<file path="config.mk">
export PLATFORM = sky130hd
export DESIGN_NAME = video_rd_sched_flat
export DESIGN_NICKNAME = d
export VERILOG_FILES = /design/src/rtl/video_rd_sched_if.sv /design/src/rtl/video_rd_sched.sv /design/src/flat_wrapper.sv
export SDC_FILE = /design/constraint.sdc
export NUM_CORES = 1
export LEC_CHECK = 0
export ABC_AREA = 1
export CAP_MARGIN = 10
export CORE_MARGIN = 10
export CORE_UTILIZATION = 55
export DETAILED_ROUTE_END_ITERATION = 12
export PLACE_DENSITY_LB_ADDON = 0.05
export SLEW_MARGIN = 40
export SYNTH_ARGS = -nofsm -noshare
export SYNTH_HDL_FRONTEND = slang
export SYNTH_SLANG_ARGS = --single-unit
export TNS_END_PERCENT = 20
</file>
<file path="constraint.sdc">
create_clock -name pixel_clk -period 8.74 [get_ports pixel_clk]
set_input_delay 2.185 -clock pixel_clk [delete_from_list [all_inputs] [get_ports pixel_clk]]
set_output_delay 2.185 -clock pixel_clk [all_outputs]
set_load 0.005 [all_outputs]
</file>
<file path="src/rtl/video_rd_sched_if.sv">
// Read-request bus between the frame-read scheduler (master) and the
// frame-buffer memory arbiter (slave).
interface video_rd_sched_if #(
   parameter int ADDR_W = 24
);
   logic              rd_req;
   logic [ADDR_W-1:0] rd_addr;
   logic [8:0]        rd_len;
   logic              rd_ack;
   logic              rd_done;

   modport master (output rd_req, rd_addr, rd_len, input rd_ack, rd_done);
   modport slave  (input rd_req, rd_addr, rd_len, output rd_ack, rd_done);
endinterface

</file>
<file path="src/rtl/video_rd_sched.sv">
// Frame-read scheduler: flushes the pixel FIFO at each frame start, then issues
// burst reads while the FIFO has room. Define DOUBLE_BUF_EN for double buffering.
module video_rd_sched #(
   parameter int                 H_DISP     = 800,
   parameter int                 V_DISP     = 480,
   parameter int                 BURST_LEN  = 64,
   parameter int                 FIFO_DEPTH = 1024,
   parameter int                 LVL_W      = 11,
   parameter int                 ADDR_W     = 24,
   parameter logic [ADDR_W-1:0]  BASE_ADDR0 = '0,
   parameter logic [ADDR_W-1:0]  BASE_ADDR1 = ADDR_W'(24'h060000),
   parameter int                 FLUSH_CYC  = 4
) (
   input  logic                pixel_clk,
   input  logic                sys_rst_n,
   input  logic                video_vs_i,
   input  logic                data_req_i,
   input  logic [LVL_W-1:0]    fifo_level_i,
   input  logic                buf_swap_req_i,
   video_rd_sched_if.master    rd_bus,
   output logic                fifo_flush_o,
   output logic                underflow_o,
   output logic [15:0]         frame_cnt_o,
   output logic                busy_o
);

   localparam int CMP_W = LVL_W + 1;

   typedef enum logic [2:0] {IDLE, FLUSH, CHECK, REQ, BUSY, DONE} state_t;

   state_t            state_q, state_d;
   logic              vsPrev_q;
   logic [ADDR_W-1:0] addr_q, addr_d;
   logic [19:0]       wordsLeft_q, wordsLeft_d;
   logic [7:0]        flushCnt_q, flushCnt_d;
   logic              restartPend_q, restartPend_d;
   logic              underflow_q, underflow_d;
   logic [15:0]       frameCnt_q, frameCnt_d;

   logic              frameStart;
   logic              startFrame;
   logic [8:0]        lenNext;
   logic [CMP_W-1:0]  roomSum;
   logic              hasRoom;
   logic [ADDR_W-1:0] baseAddr;

   assign frameStart = vsPrev_q & ~video_vs_i;
   assign lenNext    = (wordsLeft_q < 20'(BURST_LEN)) ? wordsLeft_q[8:0] : 9'(BURST_LEN);
   assign roomSum    = CMP_W'(fifo_level_i) + CMP_W'(lenNext);
   assign hasRoom    = (roomSum <= CMP_W'(FIFO_DEPTH));

`ifdef DOUBLE_BUF_EN
   logic bufSel_q, bufSel_d;
   logic swapPend_q, swapPend_d;

   // A swap request waits for the next frame start; a request arriving in the
   // frame-start cycle itself stays pending for the following frame.
   always_comb begin
      bufSel_d   = bufSel_q ^ (startFrame & swapPend_q);
      swapPend_d = (swapPend_q & ~startFrame) | buf_swap_req_i;
      baseAddr   = bufSel_d ? BASE_ADDR1 : BASE_ADDR0;
   end

   always_ff @(posedge pixel_clk or negedge sys_rst_n) begin
      if (!sys_rst_n) begin
         bufSel_q   <= 1'b0;
         swapPend_q <= 1'b0;
      end else begin
         bufSel_q   <= bufSel_d;
         swapPend_q <= swapPend_d;
      end
   end
`else
   logic unusedSwap;
   assign unusedSwap = buf_swap_req_i;
   assign baseAddr   = BASE_ADDR0;
`endif

   // Next-state logic; a frame start seen mid-handshake is parked in
   // restartPend and acted on once the burst has fully landed.
   always_comb begin
      state_d       = state_q;
      addr_d        = addr_q;
      wordsLeft_d   = wordsLeft_q;
      flushCnt_d    = flushCnt_q;
      restartPend_d = restartPend_q;
      startFrame    = 1'b0;

      case (state_q)
         IDLE, DONE: begin
            if (frameStart) startFrame = 1'b1;
         end
         FLUSH: begin
            if (frameStart)            startFrame = 1'b1;
            else if (flushCnt_q == '0) state_d = CHECK;
            else                       flushCnt_d = flushCnt_q - 8'd1;
         end
         CHECK: begin
            if (frameStart)              startFrame = 1'b1;
            else if (wordsLeft_q == '0)  state_d = DONE;
            else if (hasRoom)            state_d = REQ;
         end
         REQ: begin
            if (frameStart)    restartPend_d = 1'b1;
            if (rd_bus.rd_ack) state_d = BUSY;
         end
         BUSY: begin
            if (frameStart) restartPend_d = 1'b1;
            if (rd_bus.rd_done) begin
               addr_d      = addr_q + ADDR_W'(lenNext);
               wordsLeft_d = wordsLeft_q - 20'(lenNext);
               if (restartPend_q || frameStart) startFrame = 1'b1;
               else                             state_d = CHECK;
            end
         end
         default: state_d = IDLE;
      endcase

      if (startFrame) begin
         state_d       = FLUSH;
         addr_d        = baseAddr;
         wordsLeft_d   = 20'(H_DISP * V_DISP);
         flushCnt_d    = 8'(FLUSH_CYC - 1);
         restartPend_d = 1'b0;
      end
   end

   // Frame counter and sticky underflow; underflow is not judged while flushing.
   always_comb begin
      frameCnt_d  = frameCnt_q + (startFrame ? 16'd1 : 16'd0);
      underflow_d = underflow_q;
      if (startFrame)
         underflow_d = 1'b0;
      else if (data_req_i && (fifo_level_i == '0) && (state_q != FLUSH))
         underflow_d = 1'b1;
   end

   always_ff @(posedge pixel_clk or negedge sys_rst_n) begin
      if (!sys_rst_n) begin
         state_q       <= IDLE;
         vsPrev_q      <= 1'b1;
         addr_q        <= '0;
         wordsLeft_q   <= '0;
         flushCnt_q    <= '0;
         restartPend_q <= 1'b0;
         underflow_q   <= 1'b0;
         frameCnt_q    <= '0;
      end else begin
         state_q       <= state_d;
         vsPrev_q      <= video_vs_i;
         addr_q        <= addr_d;
         wordsLeft_q   <= wordsLeft_d;
         flushCnt_q    <= flushCnt_d;
         restartPend_q <= restartPend_d;
         underflow_q   <= underflow_d;
         frameCnt_q    <= frameCnt_d;
      end
   end

   assign rd_bus.rd_req  = (state_q == REQ);
   assign rd_bus.rd_addr = addr_q;
   assign rd_bus.rd_len  = lenNext;
   assign fifo_flush_o   = (state_q == FLUSH);
   assign underflow_o    = underflow_q;
   assign frame_cnt_o    = frameCnt_q;
   assign busy_o         = (state_q != IDLE) && (state_q != DONE);

endmodule

</file>
<file path="src/flat_wrapper.sv">
// flat-port wrapper written by rule: the top's interface ports become plain ports
module video_rd_sched_flat 
#(
   parameter int                 H_DISP     = 800,
   parameter int                 V_DISP     = 480,
   parameter int                 BURST_LEN  = 64,
   parameter int                 FIFO_DEPTH = 1024,
   parameter int                 LVL_W      = 11,
   parameter int                 ADDR_W     = 24,
   parameter logic [ADDR_W-1:0]  BASE_ADDR0 = '0,
   parameter logic [ADDR_W-1:0]  BASE_ADDR1 = ADDR_W'(24'h060000),
   parameter int                 FLUSH_CYC  = 4
)
  (pixel_clk, sys_rst_n, video_vs_i, data_req_i, fifo_level_i, buf_swap_req_i, fifo_flush_o, underflow_o, frame_cnt_o, busy_o, rd_bus_rd_req, rd_bus_rd_addr, rd_bus_rd_len, rd_bus_rd_ack, rd_bus_rd_done);
  video_rd_sched_if #(.ADDR_W(ADDR_W)) rd_bus_i ();
  input  logic pixel_clk;
  input  logic sys_rst_n;
  input  logic video_vs_i;
  input  logic data_req_i;
  input  logic [LVL_W-1:0] fifo_level_i;
  input  logic buf_swap_req_i;
  output logic fifo_flush_o;
  output logic underflow_o;
  output logic [15:0] frame_cnt_o;
  output logic busy_o;
  output wire logic [$bits(rd_bus_i.rd_req)-1:0] rd_bus_rd_req;
  output wire logic [$bits(rd_bus_i.rd_addr)-1:0] rd_bus_rd_addr;
  output wire logic [$bits(rd_bus_i.rd_len)-1:0] rd_bus_rd_len;
  input wire logic [$bits(rd_bus_i.rd_ack)-1:0] rd_bus_rd_ack;
  input wire logic [$bits(rd_bus_i.rd_done)-1:0] rd_bus_rd_done;
  assign rd_bus_rd_req = rd_bus_i.rd_req;
  assign rd_bus_rd_addr = rd_bus_i.rd_addr;
  assign rd_bus_rd_len = rd_bus_i.rd_len;
  assign rd_bus_i.rd_ack = rd_bus_rd_ack;
  assign rd_bus_i.rd_done = rd_bus_rd_done;
  video_rd_sched #(.H_DISP(H_DISP), .V_DISP(V_DISP), .BURST_LEN(BURST_LEN), .FIFO_DEPTH(FIFO_DEPTH), .LVL_W(LVL_W), .ADDR_W(ADDR_W), .BASE_ADDR0(BASE_ADDR0), .BASE_ADDR1(BASE_ADDR1), .FLUSH_CYC(FLUSH_CYC)) u_core (.pixel_clk(pixel_clk), .sys_rst_n(sys_rst_n), .video_vs_i(video_vs_i), .data_req_i(data_req_i), .fifo_level_i(fifo_level_i), .buf_swap_req_i(buf_swap_req_i), .rd_bus(rd_bus_i), .fifo_flush_o(fifo_flush_o), .underflow_o(underflow_o), .frame_cnt_o(frame_cnt_o), .busy_o(busy_o));
endmodule
</file>
# After elaboration in Yosys (flattened, before gate mapping)
# Cells that the tools add are included.
word_totals:
  regBits: 74
  latchBits: 0
  ram_bits: 0
  romBits: 0
  in_bits: 18
  output_inout_bits: 53
  word_cells: 87
  n_memories: 0
classes:
  add_sub_neg: 5
  mul: 0
  div: 0
  order_cmp: 2
  eq_ne: 17
  shift: 0
  muxes: 31
  bitwise_logic: 2
  reduce_logical: 22
op_table:
  columns: ["operator", "count"]
  rows:
  - ["24-bit 2-to-1 mux", 3]
  - ["20-bit 2-to-1 mux", 3]
  - ["8-bit 2-to-1 mux", 4]
  - ["3-bit 2-to-1 mux", 9]
  - ["24-bit by 9-bit adder with 24-bit output", 1]
  - ["20-bit logical NOT", 1]
  - ["20-bit by 7-bit < comparator with 1-bit output, second input constant", 1]
  - ["20-bit by 9-bit subtractor with 20-bit output", 1]
  - ["16-bit adder", 1]
  - ["3-bit one-hot mux with 5 select lines", 1]
  - ["11-bit by 9-bit adder with 12-bit output", 1]
  - ["12-bit by 11-bit <= comparator with 1-bit output, second input constant", 1]
  - ["2-bit nonzero test", 6]
  - ["11-bit logical NOT", 1]
  - ["1-bit 2-to-1 mux", 9]
  - ["9-bit 2-to-1 mux", 1]
  - ["3-bit by 1-bit inequality test with 1-bit output, second input constant", 3]
  - ["3-bit inequality test, second input constant", 3]
  - ["8-bit logical NOT", 1]
  - ["8-bit AND reduction", 1]
  - ["8-bit by 1-bit subtractor with 8-bit output, second input constant", 1]
  - ["3-bit by 2-bit equality test with 1-bit output, second input constant", 2]
  - ["3-bit equality test, second input constant", 2]
  - ["3-bit by 2-bit inequality test with 1-bit output, second input constant", 2]
  - ["15 further kinds", 20]

# Longest topological paths before layout
# Gate-level depths: netlist of the first run.
depth:
  word_depth: 9
  depth_mapped: 22

# Worst setup path after synthesis of the first run
# OpenSTA, ideal clock, no wires.
synth_path:
  kind: "input-to-reg"
  start: "input video_vs_i"
  end: "register u_core.frameCnt_q[15] (netlist: u_core.frame_cnt_o[15])"
  setup_ps: 123
  arrival_ps: 3959
  required_ps: 8617
  setup_slack_ps: 4658
  path_stages: 12
  n_path_buf: 0
  path_cell_list: "nor2_1 nor2_1 nor2_1 nand2_1 nand2_4 ha_1 nand3_1 nor2_1 nand3_1 nor4_1 nand3_1 xnor2_1"
synth_via:
  elab_chain_cells: 8
synth_lines:
  columns: ["element", "line_no", "text"]
  rows:
  - ["from (decl)", "flat_wrapper.sv:18", "input logic video_vs_i;"]
  - ["1-bit inverter (*)", "video_rd_sched.sv:47", "assign frameStart = vsPrev_q & ~video_vs_i;"]
  - ["1-bit bitwise AND (*)", "video_rd_sched.sv:47", null]
  - ["1-bit logical OR", "video_rd_sched.sv:112", "if (restartPend_q || frameStart) startFrame = 1'b1;"]
  - ["1-bit 2-to-1 mux", "video_rd_sched.sv:112", null]
  - ["1-bit 2-to-1 mux", "video_rd_sched.sv:109", "if (rd_bus.rd_done) begin"]
  - ["1-bit one-hot mux with 2 select lines (*)", "video_rd_sched.sv:89", "case (state_q)"]
  - ["1-bit 2-to-1 mux (*)", "video_rd_sched.sv:130", "frameCnt_d = frameCnt_q + (startFrame ? 16'd1 : 16'd0);"]
  - ["16-bit adder (*)", "video_rd_sched.sv:130", null]
  - ["named net u_core.frameCnt_d[15]", "video_rd_sched.sv:38", "logic [15:0] frameCnt_q, frameCnt_d;"]
  - ["to (signal assigned)", "video_rd_sched.sv:156", "frameCnt_q <= frameCnt_d;"]
  - ["to (decl)", "video_rd_sched.sv:38", null]
# Mark *: on every way through the listed nets, which the timed path passes. The rest lies on a longest branch.
# A chain may end at the register's enable or synchronous reset.

# Worst setup path after layout of the first run
layout_path:
  start: "register u_core.wordsLeft_q[8]"
  end: "output rd_bus_rd_len[1]"
layout_via:
  elab_chain_cells: 2
layout_lines:
  columns: ["element", "line_no", "text"]
  rows:
  - ["from (decl)", "video_rd_sched.sv:34", "logic [19:0] wordsLeft_q, wordsLeft_d;"]
  - ["from (signal assigned)", "video_rd_sched.sv:152", "wordsLeft_q <= wordsLeft_d;"]
  - ["20-bit by 7-bit < comparator with 1-bit output", "video_rd_sched.sv:48", "assign lenNext = (wordsLeft_q < 20'(BURST_LEN)) ? wordsLeft_q[8:0] : 9'(BURST_LEN);"]
  - ["9-bit 2-to-1 mux", "video_rd_sched.sv:48", null]
  - ["to (decl)", "flat_wrapper.sv:28", "output wire logic [$bits(rd_bus_i.rd_len)-1:0] rd_bus_rd_len;"]
# No other way between the ends.

==> flow_metrics.env, run 1 <==
export IMPL_status="finished clean"
export IMPL_grt_max_degree=75
export IMPL_numCtsBuffers=9
export IMPL_cts_tree="built"
export IMPL_die_area_um2=12700
export IMPL_overflow=0
export IMPL_hold_buffers=0
export IMPL_drtAntennaViolNets=0
export IMPL_fmax_ghz=0.200
export IMPL_relSlewSlack_pct=53.7
export IMPL_post_route_min_period_ps=5010
export IMPL_cts_post_setup_buffers_inserted=0
export IMPL_wl_per_cell_um=13.8
export IMPL_clock_root_buffer="clkbuf_8"
export IMPL_synth_area_um2=4740
export IMPL_grt_pass1_vias=4309
export IMPL_row_count=33
export IMPL_maxSlewViolCount=0
export IMPL_cts_sinks=74
export IMPL_setup_viol=0
export IMPL_yosysTopAreaCell="dfrtp_1"
export IMPL_synth_top_area_share_pct=38.6
export IMPL_grt_pass1_wl_mm=19.5
export IMPL_dr_pass1_iters=4
export IMPL_ctsResizeCount=0
export IMPL_fin_crit_sh_pct=57.3
export IMPL_core_area_um2=8300
export IMPL_worstPathMaxFanout=15
export IMPL_track_usage_pct=18.0
export IMPL_r2r_setup_slack_ps=5050
export IMPL_cp_slowest_cell="clkdlybuf4s50_1"
export IMPL_r2r_end="u_core.state_q[0]"
export IMPL_crit_required_ps=6560
export IMPL_critPathTopFamily="simple AND/OR/NAND/NOR gates"
export IMPL_min_from="u_core.frame_cnt_o[15]"
export IMPL_ff2ff_path_depth=17
export IMPL_ys_top_cells_by_area="dfrtp_1 (39%), nand2_1 (11%), inv_1 (6.6%)"
export IMPL_synth_edff_count=0
export IMPL_synth_warning_count=0
export IMPL_async_reset_ff_share_pct=100
export IMPL_drive_gt1_share_pct=6.73
export IMPL_min_to="u_core.frame_cnt_o[15]"
export IMPL_htreeDepth=3
export IMPL_yosysMostFrequentCell="nand2_1"
export IMPL_initial_core_util_pct=57.1
export IMPL_leakagePower_nw=2.84
export IMPL_drt_iter0_markers=215
export IMPL_crit_buf_inv=1
export IMPL_io_buffers=67
export IMPL_die_w_um=113
export IMPL_hold_path_class="reg -> reg"
export IMPL_avgSynthCellArea_um2=7.52
export IMPL_nets=751
export IMPL_diodes=0
export IMPL_clock_skew_ps=10.0
export IMPL_synthToLayoutAreaGrowth_pct=20.4
export IMPL_tightest_slew_ps=694
export IMPL_grt_setup_unrepaired="false"
export IMPL_gp_congestion=0.887
export IMPL_fin_setup_tns_ps=0
export IMPL_peakVddDrop_mv=0.100
export IMPL_crit_arrival_ps=2820
export IMPL_yosysUniqueCellTypes=43
export IMPL_cts_buffer_depth=2
export IMPL_ys_ff_latch=74
export IMPL_syn_inst=630
export IMPL_path_cells="nor2_1 > nand2_1 > nor3_1 > nand2_1 > nor2_1 > clkdlybuf4s50_1"
export IMPL_via_per_inst=5.34
export IMPL_synth_seq_area_share_pct=39.1
export IMPL_critPathCaptureType="output port"
export IMPL_start_kind="register"
export IMPL_routed_wl_mm=11.3
export IMPL_synthTopCellsByCount="nand2_1 (141), inv_1 (83), dfrtp_1 (73), nor2_1 (66), nand3_1 (45)"
export IMPL_finish_instance_area_um2=5700
export IMPL_placed_cell_area_um2=5530
export IMPL_dp_final_hpwl_mm=8.56
export IMPL_critPathKind="reg -> out"
export IMPL_r2r_start="u_core.wordsLeft_q[8]"
export IMPL_cap_violations=0
export IMPL_antenna_found_initial=0
export IMPL_clkTransAtPathRegs_ps=80
export IMPL_hold_depth=1
export IMPL_vias=4370
export IMPL_dieHeight_um=113
export IMPL_critPathMaxStageDelay_ps=630
export IMPL_hold_violations=0
export IMPL_clk_latency_ps=340
export IMPL_power_density_nw_per_um2=205
export IMPL_drc=0
export IMPL_fillers=724
export IMPL_pin_count=71
export IMPL_synth_ff_type="dfrtp_1"
[through the flow]
step | utilization [%] | setup slack [ps] | std cells | hold WS, ps | total power [mW]
after floorplan | - | 4660 | 636 | 452 | 0.769
after global placement | 66.6 | 3860 | 802 | 464 | 0.909
after detailed placement | 66.6 | 3810 | 802 | 476 | 0.929
after CTS | 68.7 | 3680 | 818 | 487 | 1.18
after global routing | 68.7 | 3510 | 818 | 494 | 1.26
final | 68.7 | 3730 | 818 | 486 | 1.17
[flip-flops by register name (all words and copies together), names as in the netlist]
name / count
u_core.rd_bus.rd_addr: 24
u_core.wordsLeft_q: 20
u_core.frame_cnt_o: 16
u_core.flushCnt_q: 8
u_core.state_q: 3
u_core.restartPend_q: 1
u_core.underflow_o: 1
u_core.vsPrev_q: 1
[power by group]
group | total [mW] | switching, mW | internal (mW) | leakage, nW
sequential | 0.474 | 0.0663 | 0.407 | 0.949
clock | 0.246 | 0.128 | 0.119 | 0.0867
combinational | 0.449 | 0.263 | 0.186 | 1.81
total | 1.17 | 0.457 | 0.712 | 2.84
[cell families (layout without fill, tap and decap cells)]
group,after synthesis,after routing,synth area share (%)
buf+inv,101,178,8.43
fa+ha+maj,25,25,6.92
flops,74,74,39.1
xor+xnor,22,22,4.07
compound gates,98,98,11.3
other cells,1,7,0.0792
simple gates,309,309,30.1
[routing by layer]
metal / track usage [%] / share of wire, % / vias up
met5: 0 / 0 / -
met1: 20.5 / 43 / 2071
met4: 5.16 / 1.2 / 0
li1: - / - / 2208
met3: 5.28 / 5.6 / 13
met2: 31.8 / 50 / 78
[worst max-delay path by stage]
stage | startpoint | end | slack [ps] | cells after the start
4_1_cts | u_core.wordsLeft_q[8] | rd_bus_rd_len[1] | 3680 | 6
5_1_grt | u_core.wordsLeft_q[8] | rd_bus_rd_len[1] | 3510 | 6
6_report | u_core.wordsLeft_q[8] | rd_bus_rd_len[1] | 3730 | 6
3_5_place_dp | video_vs_i | u_core.frame_cnt_o[15] | 3810 | 13
2_1_floorplan | video_vs_i | u_core.frame_cnt_o[15] | 4660 | 12
3_3_place_gp | video_vs_i | u_core.frame_cnt_o[15] | 3860 | 13
[layout make-up]
cell class	instances	area [µm²]	share of cell area, %
tap	105	131	2.30
timing repair buffer	68	677	11.9
clock inverter	2	12.5	0.219
multi-input combinational	461	2510	43.9
inverter	94	360	6.32
clock buffer	14	163	2.85
sequential	74	1850	32.5
[placed cells by master, fill, tap and decap left out, types with 2 or more instances in the layout]
master,Yosys,layout
clkbuf_1,1,3
o21ai_0,30,30
nor2_4,2,2
a31oi_1,4,4
nand2_1,141,141
nor2_1,66,66
fa_1,2,2
clkbuf_8,0,11
or2_2,2,2
nand3_1,45,45
o22ai_1,5,5
nor2_8,3,3
nor4_1,6,6
nand3b_1,4,4
clkdlybuf4s50_1,0,66
xnor2_1,5,5
inv_2,9,9
a21oi_1,38,38
conb_1,1,7
nor2_2,3,3
dfrtp_1,73,73
xor2_1,17,17
o21ai_1,11,11
ha_1,23,23
inv_1,83,83
o211ai_1,3,3
nor3_2,3,3
nor3_1,12,12
a22o_1,2,2
nand2_2,5,5
nand4_1,13,13
No activity file was read; power rests on OpenSTA's default activity.
==> inputs of run 2 (changes only) <==
Settings changed: CORE_UTILIZATION 55 to 50.
Clock period 8.74 ns to 4.3 ns, I/O delays scaled along.
==> flow_metrics.env, run 2 (synthesis gave the netlist of run 1 again) <==
export IMPL_status="finished clean"
export IMPL_hold_buffers=0
export IMPL_layout_commonest_cell="nand2_1"
export IMPL_row_count=35
export IMPL_initial_core_util_pct=51.3
export IMPL_tightest_slew_ps=684
export IMPL_drive_gt1_share_pct=7.15
export IMPL_critPathMaxStageDelay_ps=590
export IMPL_worstPathMaxFanout=10
export IMPL_startpoint="u_core.wordsLeft_q[12]"
export IMPL_power_density_nw_per_um2=422
export IMPL_track_usage_pct=16.0
export IMPL_cts_sinks=74
export IMPL_critPathMostFrequentCell="nor2_1"
export IMPL_cts_post_setup_buffers_inserted=0
export IMPL_crit_required_ps=3220
export IMPL_power_total_mw=2.43
export IMPL_vias=4275
export IMPL_numCtsBuffers=9
export IMPL_grt_pass1_wl_mm=19.0
export IMPL_grt_pass1_vias=4132
export IMPL_path_cells="nor2_1 > nand2_1 > nor2_1 > nand2_1 > buf_4 > nor2_1 > clkdlybuf4s50_1"
export IMPL_fin_crit_sh_pct=86.2
export IMPL_r2r_start="u_core.wordsLeft_q[12]"
export IMPL_setup_viol=0
export IMPL_hold_slack_ps=468
export IMPL_drt_iter0_markers=214
export IMPL_clk_latency_ps=350
export IMPL_cts_buffer_depth=2
export IMPL_critPathCaptureType="output port"
export IMPL_dr_pass1_iters=4
export IMPL_dieHeight_um=117
export IMPL_fin_setup_tns_ps=0
export IMPL_clock_root_buffer="clkbuf_8"
export IMPL_critPathKind="reg -> out"
export IMPL_core_area_um2=9240
export IMPL_relSlewSlack_pct=54.4
export IMPL_dp_final_hpwl_mm=8.35
export IMPL_grt_setup_unrepaired="false"
export IMPL_antenna_found_initial=0
export IMPL_cap_violations=0
export IMPL_clock_skew_ps=10.7
export IMPL_drtAntennaViolNets=0
export IMPL_cts_tree="built"
export IMPL_min_from="u_core.frame_cnt_o[15]"
export IMPL_die_w_um=117
export IMPL_pin_count=71
export IMPL_setup_ws_ps=593
export IMPL_crit_buf_inv=2
export IMPL_hold_depth=1
export IMPL_maxSlewViolCount=0
export IMPL_utilization_pct=62.4
export IMPL_endpoint="rd_bus_rd_len[5]"
export IMPL_post_route_min_period_ps=3710
export IMPL_hold_path_class="reg -> reg"
export IMPL_drc=0
export IMPL_overflow=0
export IMPL_pre_cts_ws_ps=552
export IMPL_layout_common_cells="nand2_1 (141), inv_1 (83), dfrtp_1 (73)"
export IMPL_htreeDepth=3
export IMPL_fmax_ghz=0.270
export IMPL_largest_reg_flops=24
export IMPL_routed_wl_mm=11.0
export IMPL_r2r_end="u_core.state_q[0]"
export IMPL_crit_arrival_ps=2630
export IMPL_die_area_um2=13800
export IMPL_critPathTopFamily="simple AND/OR/NAND/NOR gates"
export IMPL_peakVddDrop_mv=0.179
export IMPL_start_kind="register"
export IMPL_leakagePower_nw=2.86
export IMPL_wl_met2_mm=5.30
export IMPL_synthToLayoutAreaGrowth_pct=21.8
export IMPL_io_buffers=67
export IMPL_gp_congestion=0.903
export IMPL_ctsResizeCount=0
export IMPL_hold_violations=0
export IMPL_grt_max_degree=75
export IMPL_ff2ff_path_depth=18
export IMPL_via_per_inst=5.08
export IMPL_r2r_setup_slack_ps=920
export IMPL_cp_slowest_cell="clkdlybuf4s50_1"
export IMPL_wl_met1_mm=5.04
export IMPL_route_met3_wl_um=541
export IMPL_clkTransAtPathRegs_ps=90
export IMPL_nets=751
export IMPL_path_depth=7
export IMPL_diodes=0
export IMPL_dr_max_layer_used="met4"
export IMPL_wl_per_cell_um=13.1
-- run 2: changes by cell type in the layout (fill, tap and decap cells not counted), sizes merged --
| cell | change |
|---|---|
| inv | +4 |
| clkbuf | -5 |
| bufinv | +1 |
-- run 2: through the flow --
stage | instances | instance area [µm²]
3_5_place_dp | 826 | 5560
2_1_floorplan | 636 | 4760
4_1_cts | 842 | 5770
6_report | 842 | 5770
5_1_grt | 842 | 5770
3_3_place_gp | 826 | 5560
-- run 2: report_power, final --
| part | switching (mW) | leakage, nW | internal [mW] |
|---|---|---|---|
| registers | 0.134 | 0.949 | 0.827 |
| clock network | 0.293 | 0.103 | 0.279 |
| logic | 0.525 | 1.81 | 0.377 |
| total | 0.952 | 2.86 | 1.48 |
-- run 2: worst min path at each step --
stage | to | slack (ps)
2_1_floorplan | u_core.flushCnt_q[0] | 450
3_3_place_gp | u_core.frame_cnt_o[15] | 460
3_5_place_dp | u_core.frame_cnt_o[15] | 470
4_1_cts | u_core.frame_cnt_o[15] | 480
5_1_grt | u_core.frame_cnt_o[15] | 500
6_report | u_core.frame_cnt_o[15] | 470
-- run 2: area by class of cell --
cell class | instances | area [µm²]
fill | 856 | 3470
tap | 129 | 161
inverter | 94 | 360
clock buffer | 9 | 124
clock inverter | 7 | 83.8
timing repair buffer | 68 | 679
sequential | 74 | 1850
multi-input combinational | 461 | 2510
-- run 2: worst register-to-register path, stage by stage (launching register included) --
cell     delay (ps)
dfrtp_1         430
nor2_1          190
nand2_1          90
nor2_1          140
nand2_1         210
nor2_1          280
ha_1            270
fa_1            420
or2_2           280
nor2_1          110
nand3_1          80
nor2_1          120
nand3_1          80
nor2_1           90
nand2_1          60
nand3_1         120
nand2_1         110
nand2_1          80
nand3_1          60
-- run 2: per-layer routing --
metal / up-vias / track usage (%)
met1: 1969 / 19.2
li1: 2215 / -
met5: - / 0
met4: 0 / 5.09
met3: 12 / 4.36
met2: 79 / 27.0
==> inputs of run 3 (changes only) <==
Settings changed: SETUP_SLACK_MARGIN set to 0.05, SKIP_CTS_REPAIR_TIMING set to 1.
==> results of run 3 <==
No change in the layout: final DEF, timing and power equal those of run 2.
